$ cat config.mk
export PLATFORM = sky130hd
export DESIGN_NAME = sreg_sipo_9_bit
export DESIGN_NICKNAME = d
export VERILOG_FILES = /design/src/rtl/sreg_sipo_9_bit_pkg.sv /design/src/rtl/sreg_sipo_9_bit.sv
export SDC_FILE = /design/constraint.sdc
export NUM_CORES = 1
export LEC_CHECK = 0
export CAP_MARGIN = 20
export CORE_UTILIZATION = 40
export CTS_CLUSTER_SIZE = 10
export DETAILED_ROUTE_END_ITERATION = 8
export PLACE_DENSITY = 0.66
export SYNTH_ARGS = -nofsm -noshare
export SYNTH_HDL_FRONTEND = slang
export SYNTH_SLANG_ARGS = --single-unit
$ cat constraint.sdc
create_clock -name clk -period 1.6 [get_ports clk]
set_input_delay 0.24 -clock clk [delete_from_list [all_inputs] [get_ports clk]]
set_output_delay 0.24 -clock clk [all_outputs]
set_load 0.005 [all_outputs]
$ cat src/rtl/sreg_sipo_9_bit_pkg.sv
// Shared constants and helpers for the 9-bit serial-in/parallel-out deserializer.
package sreg_sipo_9_bit_pkg;

  // Frame width of the LSB-first serial link fed by the matching PISO.
  localparam int unsigned SIPO_WIDTH = 9;

  // Bit-counter width for a given frame width; never narrower than one bit.
  function automatic int unsigned sipo_cnt_width(input int unsigned width);
    return (width <= 1) ? 1 : $clog2(width);
  endfunction

endpackage

$ cat src/rtl/sreg_sipo_9_bit.sv
// Serial-in/parallel-out deserializer with a single-entry valid/ready holding
// register and a sticky overrun flag for words dropped while the holder is full.
module sreg_sipo_9_bit
  import sreg_sipo_9_bit_pkg::*;
#(
  parameter  int unsigned WIDTH = SIPO_WIDTH,
  localparam int unsigned CNT_W = sipo_cnt_width(WIDTH)
) (
  input  logic             clk,
  input  logic             rst_n,
  input  logic             start,
  input  logic             in_serial,
  input  logic             in_valid,
  output logic [WIDTH-1:0] out_parallel,
  output logic             out_valid,
  input  logic             out_ready,
  output logic             busy,
  output logic             overrun
);

  localparam logic [CNT_W-1:0] LAST_BIT = CNT_W'(WIDTH - 1);

  logic [WIDTH-1:0] sreg;
  logic [CNT_W-1:0] bit_cnt;
  logic [WIDTH-1:0] word;
  logic             last_bit;
  logic             complete;
  logic             hold_free;
  logic             accept;

  // Frame word as it will look once the current bit is shifted in.
  always_comb begin
    word      = {in_serial, sreg[WIDTH-1:1]};
    last_bit  = in_valid && (bit_cnt == LAST_BIT);
    // A frame sync on the final bit realigns instead of producing a word.
    complete  = last_bit && !start;
    accept    = out_valid && out_ready;
    hold_free = !out_valid || out_ready;
    busy      = (bit_cnt != '0);
  end

  // Shift register: first received bit migrates down to bit 0.
  always_ff @(posedge clk or negedge rst_n) begin
    if (!rst_n) begin
      sreg <= '0;
    end else if (in_valid) begin
      sreg <= word;
    end
  end

  // Bit counter: wraps after a full frame, start realigns to bit 0.
  always_ff @(posedge clk or negedge rst_n) begin
    if (!rst_n) begin
      bit_cnt <= '0;
    end else if (start) begin
      bit_cnt <= in_valid ? CNT_W'(1) : '0;
    end else if (in_valid) begin
      bit_cnt <= last_bit ? '0 : bit_cnt + CNT_W'(1);
    end
  end

  // Holding register: load on completion if free, otherwise drain on accept.
  always_ff @(posedge clk or negedge rst_n) begin
    if (!rst_n) begin
      out_parallel <= '0;
      out_valid    <= 1'b0;
    end else if (complete && hold_free) begin
      out_parallel <= word;
      out_valid    <= 1'b1;
    end else if (accept) begin
      out_valid    <= 1'b0;
    end
  end

  // Sticky overrun: set when a completed word finds the holder occupied.
  always_ff @(posedge clk or negedge rst_n) begin
    if (!rst_n) begin
      overrun <= 1'b0;
    end else if (start) begin
      overrun <= 1'b0;
    end else if (complete && !hold_free) begin
      overrun <= 1'b1;
    end
  end

endmodule

; ---- After elaboration in Yosys (flattened, before gate mapping)
; Index checks and enable logic that the tools add are counted.
[totals]
regBits = 24
inputBits = 6
[classes]
n_addsub = 1
eq_ne = 1
mux = 8
n_reduce_logical = 13
[ops]
columns = op, n
row1 = 4-bit 2-to-1 mux, 3
row2 = 2-bit nonzero test, 3
row3 = 1-bit logical AND, 5
row4 = 1-bit 2-to-1 mux, 5
row5 = "4-bit by 1-bit adder with 4-bit output, second input constant", 1
row6 = "4-bit equality test, second input constant", 1
row7 = 4-bit nonzero test, 1
row8 = 1-bit zero test, 3
row9 = 1-bit logical OR, 1

; ---- Depth between registers and ports, before layout
[depth]
depth_word = 6
ltp_mapped = 6

; ---- Least setup slack after synthesis
; No wires, ideal clock.
[synth_path]
kind = register to register
start = register bit_cnt[0]
end = register out_parallel[0]
setup_ps = 125
arrival_ps = 1459
setup_slack_ps = 16
path_stages_with_launch = 7
n_path_buf = 1
path_cell_list = dfrtp_1 inv_1 ha_1 and3b_1 and4b_1 buf_6 mux2_4
[synth_between]
elab_chain_cells = 4
[synth_lines]
columns = element, line_no
row1 = from (decl), sreg_sipo_9_bit.sv:24  ; logic [CNT_W-1:0] bit_cnt;
row2 = from (signal assigned), sreg_sipo_9_bit.sv:56  ; bit_cnt <= in_valid ? CNT_W'(1) : '0;
row3 = from (signal assigned), sreg_sipo_9_bit.sv:58  ; bit_cnt <= last_bit ? '0 : bit_cnt + CNT_W'(1);
row4 = 4-bit equality test, sreg_sipo_9_bit.sv:34  ; last_bit = in_valid && (bit_cnt == LAST_BIT);
row5 = 1-bit logical AND, sreg_sipo_9_bit.sv:34
row6 = 1-bit logical AND, sreg_sipo_9_bit.sv:36  ; complete = last_bit && !start;
row7 = 1-bit logical AND, sreg_sipo_9_bit.sv:67  ; end else if (complete && hold_free) begin
row8 = to (signal assigned), sreg_sipo_9_bit.sv:68  ; out_parallel <= word;
row9 = to (decl), sreg_sipo_9_bit.sv:14  ; output logic [WIDTH-1:0] out_parallel,
; Every way passes these cells.
; A chain may end at the register's enable or synchronous reset.

; ---- Worst setup path after layout
[layout_path]
start = register bit_cnt[0]
end = register out_parallel[8]
; The elaborated chain is that of the path after synthesis.

==> flow_summary_export.csv <==
group,metric,value,unit
outcome,violated_checks,"setup timing",
layout,fill_cell_instance_count_of_the_final_layout,188,
timing,timing.final.hold_violations,0,
routing,wire_per_inst,13.5,um
synthesis,synth.net_count,78,
floorplanning,placeableCoreArea,2280,um^2
routing,antenna_left,0,
global_route,grt_overflow,0,
floorplanning,num_io_pins,18,
clock_network,clk-insertion-delay-late,0.31,ns
routing,detailroute.wirelength.met3,62,um
timing,max_freq,0.582,GHz
global_route,grtUsageTotal,15.1,%
routing,vias,634,
floorplanning,row_cnt,17,
synthesis,synthSimpleGateAreaFrac,7.38,%
routing,vias_per_cell,4.99,
clock_network,clkTransAtPathRegs,0.12,ns
run,drv.max_cap_violation_count,0,
power,post-layout-total-power,0.00111,W
synthesis,top_cell_type_by_total_area_after_synthesis,"sky130_fd_sc_hd__dfrtp_1",
timing,setup_viol,10,
outcome,outcome,"finished with violations",
layout,insertedDiodeCount,0,
power,vdd_ir_drop_max,509,uV
synthesis,synth-seq-cells,23,
layout,area_delta_synth_final,31.7,%
synthesis,synth_compound_gate_area_share,5.88,%
layout,postLayoutCoreUtil,57.8,%
setup_path,r2r-start,"bit_cnt[0]$_DFFE_PN0P_",
clock_network,clkSinkCount,23,
timing,worst_slack,-0.119,ns
clock_network,tritoncts,"done",
global_route,grt_pass1_vias,662,
clock_network,cts-htree-levels,1,
routing,met2_wirelength,877,um
power,pwr_density_cell,844,nW/um^2
routing,top_layer_used,"met4",
timing,layout_worst_path_cycle_share,107,%
synthesis,synth_top_family_by_area,"multiplexers",
timing,finalClockSkew,0.00281,ns
setup_path,path_max_fanout,9,
setup_path,critical_path_start,"bit_cnt[0]$_DFFE_PN0P_",
routing,route.layer.met1.wl,744,um
timing,final_max_slew_viol_count,0,
synthesis,synth_largest_type_area_fraction,57.6,%
clock_network,number_of_buffers_created_by_cts,3,
synthesis,post_synth_instance_area,1000,um^2
global_route,maximum_number_of_pins_on_one_net_before_global_route_repair,24,
floorplanning,initial_utilization,43.9,%
global_route,grt_first_pass_wirelength,2.89,mm
synthesis,yosysWarningCount,0,
synthesis,synth_fa_ha_area_share,2.50,%
layout,post_layout_nonfiller_instances,127,
global_route,grt_antenna_before_repair,0,
synthesis,syn-mean-instance-area,14.3,um^2
setup_path,timing.setup.critical_path_class,"reg -> reg",
floorplanning,die_width,52.0,um
synthesis,yosys-top-cells-area,"sky130_fd_sc_hd__dfrtp_1, sky130_fd_sc_hd__mux2_4, sky130_fd_sc_hd__mux2_2, sky130_fd_sc_hd__ha_1, sky130_fd_sc_hd__and4b_1",
setup_path,signal_arrival_time_at_the_worst_endpoint,1.93,ns
power,power.leakage,0.610,nW
layout,finalNetCount,108,
setup_path,worstSetupStartpointType,"register",
worst_hold_path,path_type_of_the_worst_min_delay_path,"in -> async",
timing,tightestPinTransition,0.297,ns
routing,initialDrtViolationCount,6,
routing,route.final.wire_length,1.71,mm
synthesis,netlist-cell-type-count,23,
setup_path,worstPathRequired,1.81,ns
routing,drt_first_pass_iters,4,
timing,rsz0062_at_grt,"yes",
place,io_buf_count,17,
floorplanning,floorplan.die.height,52.0,um
synthesis,synth_sequential_area_ratio,57.6,%
timing,fin_worst_hold_slack,0.269,ns
floorplanning,fp.dieArea,2700,um^2
layout,post_route_cells_drive_above_1_share,34.3,%
setup_path,worst_setup_path_end_kind,"register",
place,placedCellCount,122,
clock_network,cts-hold-fix-buffers,0,
clock_network,cts_buffer_depth,2,
synthesis,post_synth_mux_area_share,23.5,%
timing,max_slew_headroom,80.2,%
place,place.detailed.hpwl,1.17,mm
synthesis,xor_xnor_cell_area_share_of_the_yosys_netlist,0,%
timing,final.min_clock_period,1.72,ns
place,gp_congestion,0.852,
clock_network,cts_root_buf,"sky130_fd_sc_hd__clkbuf_4",
synthesis,postSynthCellCount,70,
routing,drt_drc_violations_left,0,
## synth_stat cells
| cell type | number |
|---|---|
| sky130_fd_sc_hd__and3b_1 | 1 |
| sky130_fd_sc_hd__a21oi_1 | 2 |
| sky130_fd_sc_hd__ha_1 | 2 |
| sky130_fd_sc_hd__o21ai_0 | 2 |
| sky130_fd_sc_hd__a22o_1 | 1 |
| sky130_fd_sc_hd__mux2_4 | 9 |
| sky130_fd_sc_hd__clkbuf_1 | 1 |
| sky130_fd_sc_hd__nand2b_1 | 1 |
| sky130_fd_sc_hd__mux2i_1 | 1 |
| sky130_fd_sc_hd__buf_6 | 1 |
| sky130_fd_sc_hd__dfrtp_1 | 23 |
| sky130_fd_sc_hd__mux2_2 | 8 |
| sky130_fd_sc_hd__buf_2 | 1 |
| sky130_fd_sc_hd__nand2_1 | 4 |
| sky130_fd_sc_hd__a21boi_0 | 1 |
| sky130_fd_sc_hd__or3b_2 | 1 |
| sky130_fd_sc_hd__inv_1 | 3 |
| sky130_fd_sc_hd__nand3b_1 | 1 |
| sky130_fd_sc_hd__o22ai_1 | 1 |
| sky130_fd_sc_hd__and4b_1 | 2 |
| sky130_fd_sc_hd__nor2_1 | 2 |
| sky130_fd_sc_hd__a211o_1 | 1 |
| sky130_fd_sc_hd__o21bai_1 | 1 |
## placed cells by master (no fill, tap or decap), types with 2 or more instances in the layout
| cell type | instances |
|---|---|
| sky130_fd_sc_hd__a21oi_1 | 2 |
| sky130_fd_sc_hd__and4b_1 | 2 |
| sky130_fd_sc_hd__buf_4 | 9 |
| sky130_fd_sc_hd__buf_6 | 2 |
| sky130_fd_sc_hd__clkbuf_4 | 3 |
| sky130_fd_sc_hd__clkdlybuf4s50_1 | 16 |
| sky130_fd_sc_hd__dfrtp_1 | 23 |
| sky130_fd_sc_hd__inv_1 | 3 |
| sky130_fd_sc_hd__mux2_2 | 8 |
| sky130_fd_sc_hd__mux2_4 | 9 |
| sky130_fd_sc_hd__nand2_1 | 4 |
| sky130_fd_sc_hd__nor2_1 | 2 |
| sky130_fd_sc_hd__o21ai_0 | 2 |
## where the power goes
part | leakage, nW | switching (W) | internal, W | total [W]
combinational | 0.293 | 0.0000595 | 0.000104 | 0.000163
clock | 0.0150 | 0.000169 | 0.0000975 | 0.000267
sequential | 0.301 | 0.0000393 | 0.000643 | 0.000682
total | 0.610 | 0.000268 | 0.000844 | 0.00111
## path summary, 6_finish.rpt
| path | to | slack, ns | depth (start not counted) |
|---|---|---|---|
| hold reg to reg | out_parallel[0]$_DFFE_PN0P_ | 0.52 | 1 |
| min in group clk | out_parallel[0]$_DFFE_PN0P_ | 0.52 | 1 |
| setup / recovery | out_parallel[8]$_DFFE_PN0P_ | -0.12 | 7 |
| setup reg to reg | out_parallel[8]$_DFFE_PN0P_ | -0.12 | 7 |
| hold / removal | out_parallel[3]$_DFFE_PN0P_ | 0.27 | 2 |
| max in group asynchronous | sreg[7]$_DFFE_PN0P_ | 1.10 | 2 |
## what timing repair did
action	4_1_cts	5_1_grt
gates resized for setup	7	1
pin swaps	1	0
endpoints found under the setup margin	10	10
buffers inserted	1	0
## through the flow
step	setup slack [ns]	instance area [um^2]	TNS (ns)
after floorplan	0.0163	1000	0
after CTS	-0.111	1310	-1.07
after global routing	-0.193	1320	-1.87
after global placement	-0.119	1270	-0.342
after detailed placement	-0.160	1270	-0.389
final	-0.119	1320	-1.13
## worst max-delay path, stage by stage, from the launching register on
cell and delay, ns:
sky130_fd_sc_hd__dfrtp_1 0.41, sky130_fd_sc_hd__inv_1 0.07, sky130_fd_sc_hd__ha_2 0.19, sky130_fd_sc_hd__buf_6 0.10, sky130_fd_sc_hd__and3b_1 0.16, sky130_fd_sc_hd__and4b_1 0.24, sky130_fd_sc_hd__buf_12 0.15, sky130_fd_sc_hd__mux2_4 0.30
## sequential cells by signal, indices dropped and copies added, names as in the netlist
signal        count
out_parallel      9
bit_cnt           4
sreg              8
overrun           1
out_valid         1
## logic make-up (layout without fill, tap and decap cells)
family                   Yosys count  after routing
multiplexers                      18             18
AO/OA/AOI/OAI                      9              9
AND/OR/NAND/NOR                   12             12
flip-flops                        23             23
buffers and inverters              6             35
adder cells (fa/ha/maj)            2              2
## routing by layer
metal	up-vias	track usage, %
met1	314	17.4
met5	-	0
met2	12	25.0
met3	4	5.26
li1	304	-
met4	0	6.76
## area by class of cell
type	count	area [um^2]	area share [%]
well taps	28	35.0	2.66
flip-flops and latches	23	576	43.7
inverters	3	11.3	0.856
repair buffers	28	270	20.5
multi-input cells	41	398	30.2
clock buffers	4	26.3	2.00
(Power assumes the default switching activity.)
